--- src/rtl/updown_counter_param.sv ---
// Parametrised up/down modulo counter with load, wrap/saturate mode,
// registered overflow/underflow pulses and a cascadable terminal count.
module updown_counter_param #(
    parameter int WIDTH    = 4,
    parameter int MAX_VAL  = 2**WIDTH - 1,
    parameter bit SATURATE = 1'b0
) (
    input  logic             clk,
    input  logic             reset,
    input  logic             en,
    input  logic             load,
    input  logic [WIDTH-1:0] load_val,
    input  logic             up_down,
    output logic [WIDTH-1:0] counter,
    output logic             tc,
    output logic             ovf,
    output logic             unf,
    output logic             at_zero
);

    localparam logic [WIDTH-1:0] MAX_V = WIDTH'(MAX_VAL);
    localparam logic [WIDTH-1:0] ONE   = WIDTH'(1);

    logic at_max;

    assign at_max  = (counter == MAX_V);
    assign at_zero = (counter == '0);
    // Goes high the cycle before a boundary step so the next digit can use it as en.
    assign tc      = en & ~load & ((~up_down & at_max) | (up_down & at_zero));

    always_ff @(posedge clk or negedge reset) begin
        if (!reset) begin
            counter <= '0;
            ovf     <= 1'b0;
            unf     <= 1'b0;
        end else begin
            ovf <= 1'b0;
            unf <= 1'b0;
            if (load) begin
                counter <= (load_val > MAX_V) ? MAX_V : load_val;
            end else if (en) begin
                if (!up_down) begin
                    if (at_max) begin
                        ovf <= 1'b1;
                        if (!SATURATE) counter <= '0;
                    end else begin
                        counter <= counter + ONE;
                    end
                end else begin
                    if (at_zero) begin
                        unf <= 1'b1;
                        if (!SATURATE) counter <= MAX_V;
                    end else begin
                        counter <= counter - ONE;
                    end
                end
            end
        end
    end

endmodule

--- config.mk ---
export PLATFORM = sky130hd
export DESIGN_NAME = updown_counter_param
export DESIGN_NICKNAME = d
export VERILOG_FILES = /design/src/rtl/updown_counter_param.sv
export SDC_FILE = /design/constraint.sdc
export NUM_CORES = 1
export LEC_CHECK = 0
export ABC_AREA = 1
export CAP_MARGIN = 20
export CORE_AREA = 2 2 39 41
export DETAILED_ROUTE_END_ITERATION = 8
export DIE_AREA = 0 0 41 43
export HOLD_SLACK_MARGIN = 0.05
export PLACE_DENSITY = 0.65
export SYNTH_ARGS = -nofsm -noshare
export SYNTH_HDL_FRONTEND = slang
export SYNTH_SLANG_ARGS = --single-unit
--- constraint.sdc ---
create_clock -name clk -period 1.4 [get_ports clk]
set_input_delay 0.28 -clock clk [delete_from_list [all_inputs] [get_ports clk]]
set_output_delay 0.28 -clock clk [all_outputs]
set_load 0.02 [all_outputs]
Yosys cells after proc, flatten, opt, wreduce, memory -nomap -nowiden
Cells that the tools add are included.

Register bits: 6. Word-level logic and storage cells: 30. Output and inout bits: 8. Bits of input ports: 9. Bits in writable memories: 0. Memory bits (read-only): 0. Latch bits: 0. Memories kept: 0.

Magnitude comparators: 1. Bitwise gates (word level): 7. Reduce and logical (&&, ||, !) cells: 2. Add/sub/neg operators: 2. Shift operators: 0. Muxes and demuxes: 14. Equality and inequality tests: 1. Div/mod/pow operators: 0. Multipliers: 0.

Operator list (count): 4-bit two-way mux (6); 1-bit two-way mux (8); 4-bit by 1-bit adder with 4-bit output (second input constant) (1); 1-bit bitwise AND (4); 4-bit equality test (second input constant) (1); 4-bit > comparator (second input constant) (1); 4-bit zero test (1); 4-bit by 1-bit subtractor with 4-bit output (second input constant) (1); 1-bit inverter (2); 2-bit nonzero test (1); 1-bit OR (1).

Depth between registers and ports, before layout
Gate-level depths: netlist of the first run.

Depth in word-level cells: 5. Gate-level depth with buffers: 8. Mapped depth without buffers: 8.

Least setup slack after synthesis of the first run
No wires, ideal clock.

Path kind: register -> output. Start point: reg counter[0]. End point: out tc. Arrival: 1257 ps. Stages on the path, launching flop included: 6. Buffers on the path: 0. Data required time: 1120 ps. Slack: -137 ps. Cell sequence: dfrtp_1 inv_1 ha_1 nand3_2 nor3_2 or2_1.

Cells in the longest elaborated chain, start to end: 4. Elaborated cells on any way between the ends: 6. Classes of those cells: eq/ne (1); bitwise (4); reduce/logical (1).

Ends and longest elaborated chain: start: declaration (RTL line 14) `output logic [WIDTH-1:0] counter,`; start signal: assignment (RTL line 40) `counter <= (load_val > MAX_V) ? MAX_V : load_val;`; start signal: assignment (RTL line 47) `counter <= counter + ONE;`; start signal: assignment (RTL line 54) `counter <= counter - ONE;`; 4-bit equality test / 4-bit zero test (equally long branches) (RTL line 26, 27); 1-bit bitwise AND (RTL line 29) `assign tc = en & ~load & ((~up_down & at_max) | (up_down & at_zero));`; 1-bit OR (*) (RTL line 29); 1-bit bitwise AND (*) (RTL line 29); end: declaration (RTL line 15) `output logic tc,`.

Every way passes the cells marked *; elsewhere a longest branch is shown, timed or not.

Worst setup path in the final report of the first run
Start point: in load. End point: out tc.

Cells in the longest elaborated chain, start to end: 3.

Ends and longest elaborated chain: start: declaration (RTL line 11) `input logic load,`; 1-bit inverter (RTL line 29); 1-bit bitwise AND (2 in series) (RTL line 29).

Every way passes these cells.

==> results of run 1 <==
report_power, final:
group | switching (W) | internal, W
clock | 0.0000567 | 0.0000966
combinational | 0.000150 | 0.000154
sequential | 0.0000224 | 0.000192
per-stage QoR:
| step | TNS (ns) | cell area (sq um) | util [%] | hold WS (ns) | cells |
|---|---|---|---|---|---|
| 4_1_cts | -0.514 | 763 | 55.2 | 0.286 | 106 |
| 3_3_place_gp | -1.51 | 697 | 50.4 | 0.535 | 99 |
| 2_1_floorplan | 0 | 419 | - | -0.0156 | 54 |
| 3_5_place_dp | -1.64 | 697 | 50.4 | 0.548 | 99 |
| 5_1_grt | -0.641 | 773 | 55.9 | 0.303 | 106 |
| 6_report | -0.454 | 773 | 55.9 | 0.284 | 106 |
placed cells by master (no fill, tap or decap), drive strengths merged:
cell type and count:
xnor2 1, a21oi 2, ha 2, nor2 3
clkdlybuf4s50 7, a22oi 2, or2 1, nand4 1
dfrtp 6, nand3 5, dlymetal6s2s 1, clkbuf 5
nand2 15, inv 10, dlygate4sd2 3, o21ai 2
buf 20, nor3 2, o211ai 1, xor2 1
path summary, 6_finish.rpt:
path                            cells after the start       start    endpoint
worst max-delay path                                6        load          tc
worst min-delay path                                1       reset  counter[2]
worst max register to register                      9  counter[0]  counter[3]
worst min register to register                      2  counter[2]         ovf
max in group asynchronous                           1       reset  counter[0]
min in group clk                                    2     up_down         ovf
repair_timing:
action / in CTS / in global routing
setup endpoints to repair: 8 / 5
gates resized for setup: 28 / 7
pin swaps: 3 / 2
setup buffers: 4 / 0
layer usage:
metal	global-route usage (%)	vias to the layer above	routed length (microns)
met5	0	-	0
met4	8.00	0	0
met3	3.14	0	56
met2	31.9	16	709
met1	18.1	223	495
li1	-	245	-
cell type report:
type | count | area share [%]
Clock buffer | 3 | 2.91
Inverter | 10 | 4.85
Tap cell | 16 | 2.59
Multi-Input combinational cell | 38 | 34.1
Timing Repair Buffer | 33 | 35.8
Sequential cell | 6 | 19.7
sequential cells by signal (all words and copies together) (netlist names):
signal and flops:
ovf 1, unf 1, counter 4
cells by family after synthesis:
group	share of synthesized area, %
AO/OA/AOI/OAI	11.2
adder cells (fa/ha/maj)	6.04
flip-flops	36.3
XOR/XNOR	4.23
AND/OR/NAND/NOR	33.2
buffers and inverters	9.06
==> impl_metrics.csv, run 1 <==
group,metric,value,unit
yosys,yosysMostFrequentCell,"nand2_1",
job,cap_violations,0,
pwr,ir_drop,0.334,mV
yosys,syn_area_per_cell,7.67,sq um
clocking,cts_sinks,6,
clocking,cts_buffer_depth,2,
yosys,synthesis.area,414,sq um
finish,final_nets,103,
yosys,synth-seq-area-share,36.3,%
die,fp.dieW,41,microns
die,rows,14,
yosys,synth.distinct_cells,20,
place,dp_slack,-0.737,ns
place,io_buffers,16,
routing,routedWlPerCell,11.9,microns
finish,fillers,144,
critical_path,critPathTopFamily,"buffers and inverters",
grt,grt_max_degree,7,
critical_path,worstSetupEndpointType,"output port",
yosys,yosysWarningCount,0,
timing,fin_crit,1.67,ns
clocking,cts_tree,"built",
pwr,leakage,0.410,nW
yosys,synth_top_area_share,36.3,%
timing,timing.final.ws_setup,-0.273,ns
timing,max-slew-margin-rel,81.5,%
timing,setup_violations,2,
place,gp_congestion,0.799,
place,post-dp-hpwl,1000,microns
yosys,syn_nets,65,
clocking,clk_pin_slew,0.04,ns
routing,avgViaCountPerCell,4.57,
routing,drt_first_pass_iters,4,
hold_path,hold_path_class,"in2async",
critical_path,cpMaxStageDelayCell,"clkdlybuf4s50_1",
timing,rsz0062_at_grt,"true",
yosys,ys_seq_elements,6,
clocking,cts-htree-levels,1,
finish,syn_to_final_growth,86.7,%
yosys,synthCells,54,
finish,drive_gt1_share,45.6,%
die,die-height,43,microns
critical_path,critPathMaxStageDelay,0.51,ns
routing,drc,0,
die,design.die.area,0.00176,sq mm
clocking,cts.root.buffer_cell,"clkbuf_4",
grt,antenna_found_initial,0,
yosys,yosysTopAreaCell,"dfrtp_1",
timing,worst_pin_slew,0.277,ns
routing,vias,484,
grt,grt_usage,17.7,%
die,io_pins,17,
finish,ff_latch_area,153,sq um
die,core,0.00138,sq mm
critical_path,worst-path-max-fanout,3,
clocking,postCtsHoldBufs,0,
pwr,cellPowerDensity,869,mW/mm^2
timing,skew,0.00234,ns
yosys,synth_edf_count,0,
timing,min_period_over_period,119,%
critical_path,path_buf_inv,3,
critical_path,reg2reg_slack,0.16,ns
timing,hold_viol,0,
outcome,status,"finished, violations left",
finish,diodes,0,
yosys,ys_top_cells_by_count,"15 x nand2_1, 8 x inv_1, 6 x dfrtp_1",
critical_path,worstPathCellList,"clkdlybuf4s50_1, nor2_2, inv_2, nor3_4, or2_4, buf_6",
critical_path,cp-start-kind,"input pin",
pwr,finalPower,0.000672,W
routing,ant_nets,0,
finish,multi_input_area,264,sq um
yosys,synth.area.top_cells,"dfrtp_1 36%, nand2_1 14%, inv_1 7.3%, ha_1 6.0%, nand3_2 4.8%",
clocking,cts_made_buffers,3,
routing,drt_iter0_markers,7,
yosys,ys.flop_type,"dfrtp_1",
grt,grt_first_pass_wirelength,2080,microns
critical_path,cp.arrival,1.39,ns
timing,finalMaxSlewViolations,0,
die,start_util,29.9,%
timing,timing.fmax,598,MHz
yosys,synth-async-reset-ratio,100,%
critical_path,crit_required,1.12,ns
outcome,violations,"setup timing",
routing,routed_wirelength,1260,microns
grt,first_global_vias,522,
critical_path,critical_path_class,"in2out",
clocking,clock_latency,0.24,ns
grt,overflow,0,
(Power assumes the default switching activity.)
==> run 2, diff against run 1 <==
Settings changed: ABC_CLOCK_PERIOD_IN_PS from default to 1400, CAP_MARGIN 20 to 40, DONT_BUFFER_PORTS from default to 1, PLACE_DENSITY 0.65 to 0.49.
==> run 2 against run 1 <==
The flow still finishes with violations (setup timing). Critical path type is now reg2out. Non-clock buffer count is 22 lower. Total power is 7.2% lower. Highest routed layer is now met4. Global-route usage is 1.8 points lower. Count of clock-buffer cells in the layout stayed put. Critical endpoint unchanged. Utilization is 13 points lower. Combinational power is 21% lower. Clock power is 9% higher.
==> impl_metrics.csv, run 2 (synthesis results as in run 1) <==
group,metric,value,unit
outcome,status,"finished, violations left",
outcome,violations,"setup timing",
routing,drt_first_pass_iters,2,
place,placed_cell_area,492,sq um
finish,final_nets,81,
finish,fin_area,587,sq um
die,io_pins,17,
timing,min_period_over_period,112,%
finish,layout_commonest_cell,"nand2_1",
timing,rsz0062_at_grt,"true",
clocking,cts_buffer_depth,2,
clocking,cts-htree-levels,1,
finish,syn_to_final_growth,41.7,%
die,fp.dieW,41,microns
timing,setup_violations,2,
grt,grt_usage,15.9,%
critical_path,cp.arrival,1.29,ns
grt,grt_first_pass_wirelength,1740,microns
place,place_inst,77,
critical_path,crit_required,1.12,ns
clocking,cts.root.buffer_cell,"clkbuf_4",
finish,largest_register_ffs,4,
die,core,0.00138,sq mm
finish,largest-register,"counter",
critical_path,cp-start-kind,"register",
grt,antenna_found_initial,0,
timing,fin_crit,1.57,ns
grt,grt_max_degree,8,
timing,skew,0.00191,ns
place,post-dp-hpwl,766,microns
finish,fillers,152,
finish,drive_gt1_share,44.1,%
pwr,leakage,0.287,nW
timing,timing.fmax,637,MHz
timing,hold_viol,0,
die,die-height,43,microns
routing,drc,0,
die,start_util,29.9,%
critical_path,worstSetupEndpointType,"output port",
critical_path,worst-path-max-fanout,3,
place,io_buffers,0,
critical_path,critical_path_class,"reg2out",
die,design.die.area,0.00176,sq mm
finish,utilization,42.4,%
clocking,cts_made_buffers,3,
routing,routed_wirelength,1140,microns
timing,timing.final.ws_setup,-0.170,ns
routing,ant_nets,0,
clocking,clock_latency,0.25,ns
finish,largestRegisters,"counter x4, ovf x1, unf x1",
clocking,cts_tree,"built",
grt,overflow,0,
finish,final_cells,84,
clocking,cts_sinks,6,
pwr,cellPowerDensity,1060,mW/mm^2
hold_path,hold_path_class,"in2reg",
die,rows,14,
place,gp_congestion,0.789,
routing,drt_iter0_markers,5,
clocking,clk_pin_slew,0.05,ns
timing,finalMaxSlewViolations,0,
pwr,ir_drop,0.511,mV
finish,diodes,0,
grt,first_global_vias,384,
routing,routedWlPerCell,13.6,microns
routing,vias,436,
job,cap_violations,0,
routing,avgViaCountPerCell,5.19,
timing,worst_pin_slew,0.314,ns
timing,max-slew-margin-rel,79.0,%
finish,layout_common_cells,"15 x nand2_1, 9 x buf_4, 5 x inv_1",
pwr,finalPower,0.000624,W
==> run 2: where the power goes <==
group	switching [W]	total, W	internal [W]
combinational	0.000132	0.000241	0.000108
clock	0.0000691	0.000167	0.0000974
sequential	0.0000248	0.000216	0.000192
==> run 2: routing by layer <==
layer	wire length (microns)	global-route usage, %	vias up
met2	529	19.7	21
li1	-	-	203
met1	460	19.7	204
met5	0	0	-
met3	89	7.85	8
met4	61	12.7	0
==> run 2: layout make-up <==
class / instances / area [sq um] / area share [%]
multi-input combinational: 38 / 260 / 44.3
sequential: 6 / 153 / 26.0
timing repair buffer: 11 / 88.8 / 15.1
inverter: 10 / 42.5 / 7.25
tap: 16 / 20.0 / 3.41
clock buffer: 3 / 22.5 / 3.84
==> run 2: what timing repair did <==
item | in CTS | in global routing
gates cloned | 0 | 0
resized for setup | 9 | 2
pin swaps | 0 | 1
hold buffers | 1 | 0
endpoints found under the hold margin | 6 | 0
buffers inserted | 2 | 1
endpoints found under the setup margin | 2 | 3
==> run 2: final timing paths <==
path                            startpoint    endpoint  slack (ns)  cells after the start
worst max-delay path            counter[0]          tc       -0.17                      5
min in group asynchronous            reset         ovf        0.34                      1
worst max register to register  counter[1]  counter[3]        0.10                     10
worst min-delay path               up_down         ovf         0.1                      1
max in group asynchronous            reset  counter[0]        0.82                      1
worst min register to register  counter[3]         ovf        0.63                      2
==> run 2: critical path, cell delays in order (launching register included) <==
cell     delay, ns
dfrtp_2       0.42
inv_2         0.08
ha_4          0.15
nand3_4       0.09
nor3_4        0.13
or2_4         0.17
==> run 2: stage by stage <==
| stage | hold slack (ns) | setup TNS [ns] | setup slack, ns |
|---|---|---|---|
| after floorplan | -0.0156 | 0 | 0.0151 |
| after global placement | -0.0154 | 0 | 0.0720 |
| after detailed placement | -0.0154 | 0 | 0.0759 |
| after CTS | 0.0888 | -0.225 | -0.169 |
| after global routing | 0.0889 | -0.380 | -0.250 |
| final | 0.0964 | -0.245 | -0.170 |
==> run 3, diff against run 2 <==
Settings changed: MAX_ROUTING_LAYER from default to met4, SLEW_MARGIN from default to 5.
==> run 3 against run 2 <==
The flow still finishes with violations (setup timing). Via count decreased by 2.3%. Final area unchanged. Count of clock-buffer cells in the layout unchanged. Largest power group unchanged. Hold slack got worse by 0.0026 ns. Critical path type unchanged. Sequential power about the same.
==> impl_metrics.csv, run 3 (synthesis results as in run 1) <==
group,metric,value,unit
finish,fillers,152,
hold_path,hold_path_class,"in2reg",
finish,largest_register_ffs,4,
finish,largest-register,"counter",
die,start_util,29.9,%
routing,drc,0,
die,fp.dieW,41,microns
critical_path,worst-path-max-fanout,6,
clocking,cts_made_buffers,3,
outcome,status,"finished, violations left",
pwr,p_sw_share,36.6,%
finish,final_nets,81,
die,core,0.00138,sq mm
place,io_buffers,0,
hold_path,hp-start,"up_down",
grt,grt_first_pass_wirelength,1740,microns
pwr,ir_drop,0.516,mV
timing,finalMaxSlewViolations,0,
timing,skew,0.00173,ns
finish,drive_gt1_share,44.1,%
routing,routedWlPerCell,13.6,microns
timing,max-slew-margin-rel,78.9,%
grt,antenna_found_initial,0,
clocking,cts_buffer_depth,2,
grt,grt_max_degree,8,
grt,first_global_vias,379,
clocking,cts_tree,"built",
clocking,cts-htree-levels,1,
timing,hold_ws,0.0939,ns
timing,min_period_over_period,113,%
hold_path,hold_end,"ovf",
timing,worst_pin_slew,0.315,ns
finish,utilization,42.4,%
finish,final_cells,84,
timing,timing.fmax,630,MHz
die,rows,14,
die,die-height,43,microns
routing,ant_nets,0,
clocking,cts_sinks,6,
critical_path,crit_required,1.12,ns
die,design.die.area,0.00176,sq mm
timing,rsz0062_at_grt,"true",
pwr,switchingPower,0.000229,W
place,post-dp-hpwl,766,microns
hold_path,whs_path_depth,1,
finish,layout_commonest_cell,"nand2_1",
routing,routed_wirelength,1150,microns
place,gp_congestion,0.801,
pwr,intPower,0.000398,W
job,cap_violations,0,
die,io_pins,17,
critical_path,critical_path_class,"reg2out",
timing,setup_violations,2,
finish,largestRegisters,"counter x4, ovf x1, unf x1",
pwr,leakage,0.287,nW
finish,layout_common_cells,"15 x nand2_1, 9 x buf_4, 5 x inv_1",
critical_path,r2r_start,"counter[1]",
timing,hold_viol,0,
finish,diodes,0,
pwr,cellPowerDensity,1070,mW/mm^2
clocking,cts.root.buffer_cell,"clkbuf_4",
critical_path,reg2reg_slack,0.10,ns
critical_path,cp-start-kind,"register",
clocking,clk_pin_slew,0.05,ns
timing,timing.final.ws_setup,-0.187,ns
place,place_inst,77,
timing,fin_crit,1.59,ns
routing,avgViaCountPerCell,5.07,
pwr,combPwrFrac,38.4,%
outcome,violations,"setup timing",
critical_path,worstSetupEndpointType,"output port",
finish,syn_to_final_growth,41.7,%
place,dp_slack,0.0759,ns
critical_path,reg2regPathDepth,10,
pwr,sequentialPowerShare,34.7,%
critical_path,cp.arrival,1.31,ns
grt,overflow,0,
critical_path,r2r_end,"counter[3]",
routing,drt_iter0_markers,2,
grt,grt_usage,16.3,%
routing,drt_first_pass_iters,2,
clocking,clock_latency,0.25,ns
pwr,power.share.clock,26.9,%
routing,vias,426,
timing,tns,-0.263,ns
## run 3: cell counts in the layout (fill, tap and decap cells not counted)
No cell type changed its count.
## run 3: timing repair
item | CTS | global route
hold endpoints to repair | 6 | 0
gates resized for setup | 9 | 2
pin swaps | 0 | 1
hold buffers | 1 | 0
buffers inserted | 2 | 1
setup endpoints to repair | 2 | 3
## run 3: metrics by stage
step,power (W),area (sq um)
2_1_floorplan,0.000338,419
3_3_place_gp,0.000407,492
3_5_place_dp,0.000405,492
4_1_cts,0.000619,571
5_1_grt,0.000665,587
6_report,0.000627,587
## run 3: routing by layer
layer	track usage [%]	part of all wire (%)	routed length (microns)
met3	7.85	8.1	93
met4	12.7	5.2	60
met2	19.7	45	512
met5	-	0	0
met1	19.7	42	480
## run 3: final cells by class
cell class	instances	area [sq um]	share of cell area (%)
tap	16	20.0	3.41
clock buffer	3	22.5	3.84
multi-input combinational	38	260	44.3
inverter	10	42.5	7.25
timing repair buffer	11	88.8	15.1
sequential	6	153	26.0
## run 3: worst max-delay path: stages (launching register included)
cell,delay (ns)
dfrtp_1,0.49
inv_1,0.15
nand3_4,0.10
nor3_4,0.04
or2_4,0.28
## run 3: worst max-delay path by stage
stage,depth (start not counted),endpoint,startpoint
global placement,5,tc,counter[0]
CTS,5,tc,counter[0]
global route,5,tc,counter[0]
floorplan,5,tc,counter[0]
finish,4,tc,counter[2]
detailed placement,5,tc,counter[0]
## run 3: power by group through the flow
stage | Combinational [W] | Clock (W) | Sequential, W
2_1_floorplan | 0.0000990 | 0 | 0.000239
3_3_place_gp | 0.000187 | 0 | 0.000220
3_5_place_dp | 0.000187 | 0 | 0.000218
4_1_cts | 0.000230 | 0.000173 | 0.000216
5_1_grt | 0.000267 | 0.000178 | 0.000220
6_report | 0.000241 | 0.000169 | 0.000218
==> RTL edit: new RTL, flow settings as in run 1 <==
Reset style: synchronous (`reset`), changed in one clocked block.
--- a/src/rtl/updown_counter_param.sv
+++ b/src/rtl/updown_counter_param.sv
@@ -30,3 +30,3 @@
 
-    always_ff @(posedge clk or negedge reset) begin
+    always_ff @(posedge clk) begin
         if (!reset) begin
Formal check against the unedited RTL: differs if reset is asserted again (counterexample within 4 cycles, from zero or initial values and one cycle with reset low); with reset held inactive, the same outputs for 10 cycles.
==> RTL edit against run 1 <==
Sequential cell count unchanged. Worst setup slack better by 0.15 ns. The flow still finishes with violations (negative setup slack). Final area rose by 9.5%. Wire length grew 12%. Maximum frequency up 9.6%. Via count increased by 20%. Worst hold slack improved by 0.19 ns. Global-route usage grew 1.4 points. Clock power up 17%. Total power fell by 4.8%. Area after synthesis increased by 10%. Highest routed layer is now met4. Utilization rose by 5.3 points. Register-to-register slack worse by 0.03 ns. Count of clock-buffer cells in the layout stayed put.
==> RTL edit: results (changes against run 1) <==
* Outcome: finished, violations left
* Violations in the final reports: negative setup slack
* Pre-CTS worst setup slack at -0.596 ns (+0.142 ns)
* Latest clock arrival within the worst-skew pair at 0.26 ns (+0.02 ns)
* Most numerous cell types in the synthesized netlist: sky130_fd_sc_hd__nand2_1 (19), sky130_fd_sc_hd__inv_1 (12), sky130_fd_sc_hd__dfxtp_1 (6), sky130_fd_sc_hd__nand3_1 (6)
* Smallest hold slack at 0.470 ns (+0.186 ns)
* Ys async rst share at 0 (-1.00)
* Detailed-routed wire length on met2 at 710 µm (+0.14%)
* Top cells by area, synth: sky130_fd_sc_hd__dfxtp_1 (26%), sky130_fd_sc_hd__nand2_1 (16%), sky130_fd_sc_hd__inv_1 (9.9%)
* Share of cells above drive strength 1 at 0.435 (-0.0204)
* Total via count in the routed design at 583 (+20%)
* Count of final setup violators at 2 (unchanged)
* HPWL reported at the end of detailed placement at 980 µm (-2.2%)
* Via count of the first global-routing pass at 527 (+0.96%)
* Wire length of the first global-routing pass at 2150 µm (+3.3%)
* Final WS setup at -0.126 ns (+0.147 ns)
* Cell with the biggest individual delay on the critical path: sky130_fd_sc_hd__dfxtp_4
* Adder-Cell Fraction of Synth Area at 0.0549 (-0.00548)
* Leakage power total at 0.435 nW (+6.0%)
* Met3 layer wire length in the routed design at 53 µm (-5.4%)
* First DRT Iteration DRCs at 21 (+14)
* Number of filler instances in the final layout at 125 (-13%)
* Top_reg_cell synth: sky130_fd_sc_hd__dfxtp_1
* Share of the synthesized netlist area taken by xor and xnor gates at 0 (-0.0423)
* Wl on met1 at 598 µm (+21%)
* Reg-to-reg slack, setup at 0.13 ns (-0.03 ns)
* Synth Net Count at 82 (+26%)
* Mean instance size in the synthesized netlist at 6.41 µm² (-16%)
* WP data arrival at 1.25 ns (-0.14 ns)
* Post-synthesis compound-gate area fraction at 0.132 (+0.0201)
* Max-slew headroom at 0.831 (+0.0162)
* Overall fraction of global-route tracks in use at 0.191 (+0.0140)
* Area post-placement at 739 µm² (+6.1%)
* Class of the most critical hold timing path: input port to register
RTL edit: changes by cell type in the layout (fill, tap and decap cells not counted), sizes merged, moves of 2 or more:
| cell | delta |
|---|---|
| a21oi | +2 |
| buf | +2 |
| clkbuf | -2 |
| dfrtp | -6 |
| dfxtp | +6 |
| dlygate4sd2 | +2 |
| inv | +4 |
| nand2 | +6 |
| nor2 | +3 |
RTL edit: worst max path at each step:
| stage | from | endpoint | slack (ns) | cells after the start |
|---|---|---|---|---|
| 6_report | counter[0] | tc | -0.13 | 5 |
| 5_1_grt | counter[0] | tc | -0.16 | 5 |
| 4_1_cts | counter[0] | tc | -0.15 | 7 |
| 3_5_place_dp | load | tc | -0.60 | 7 |
| 3_3_place_gp | load | tc | -0.57 | 7 |
| 2_1_floorplan | counter[0] | tc | 0.01 | 6 |
RTL edit: kinds of logic after synthesis:
| logic type | count (synthesis) |
|---|---|
| AOI/OAI and AO/OA | 10 |
| adders and majority gates | 2 |
| buffers and inverters | 16 |
| DFF | 6 |
| and+or+nand+nor | 37 |
RTL edit: timing repair:
action,in CTS,in global routing
endpoints found under the setup margin,8,5
pin swaps,3,3
buffers inserted,2,2
resized for setup,21,16
RTL edit: area by class of cell:
class | instances | area share
timing repair buffer | 36 | 0.371
multi-input combinational | 49 | 0.357
sequential | 6 | 0.154
inverter | 14 | 0.0679
clock buffer | 3 | 0.0266
tap | 16 | 0.0236
RTL edit: worst register-to-register path: cells and delay by family (launching register included):
family,cells,cell delay (ns)
adder cells (fa/ha/maj),1,0.13
buffers and inverters,4,0.33
flip-flops,1,0.37
AND/OR/NAND/NOR,5,0.34
RTL edit: metal layers:
layer,up-vias,GRT usage
met5,-,0
met3,4,0.0314
met2,21,0.300
li1,300,-
met4,0,0.160
met1,258,0.206
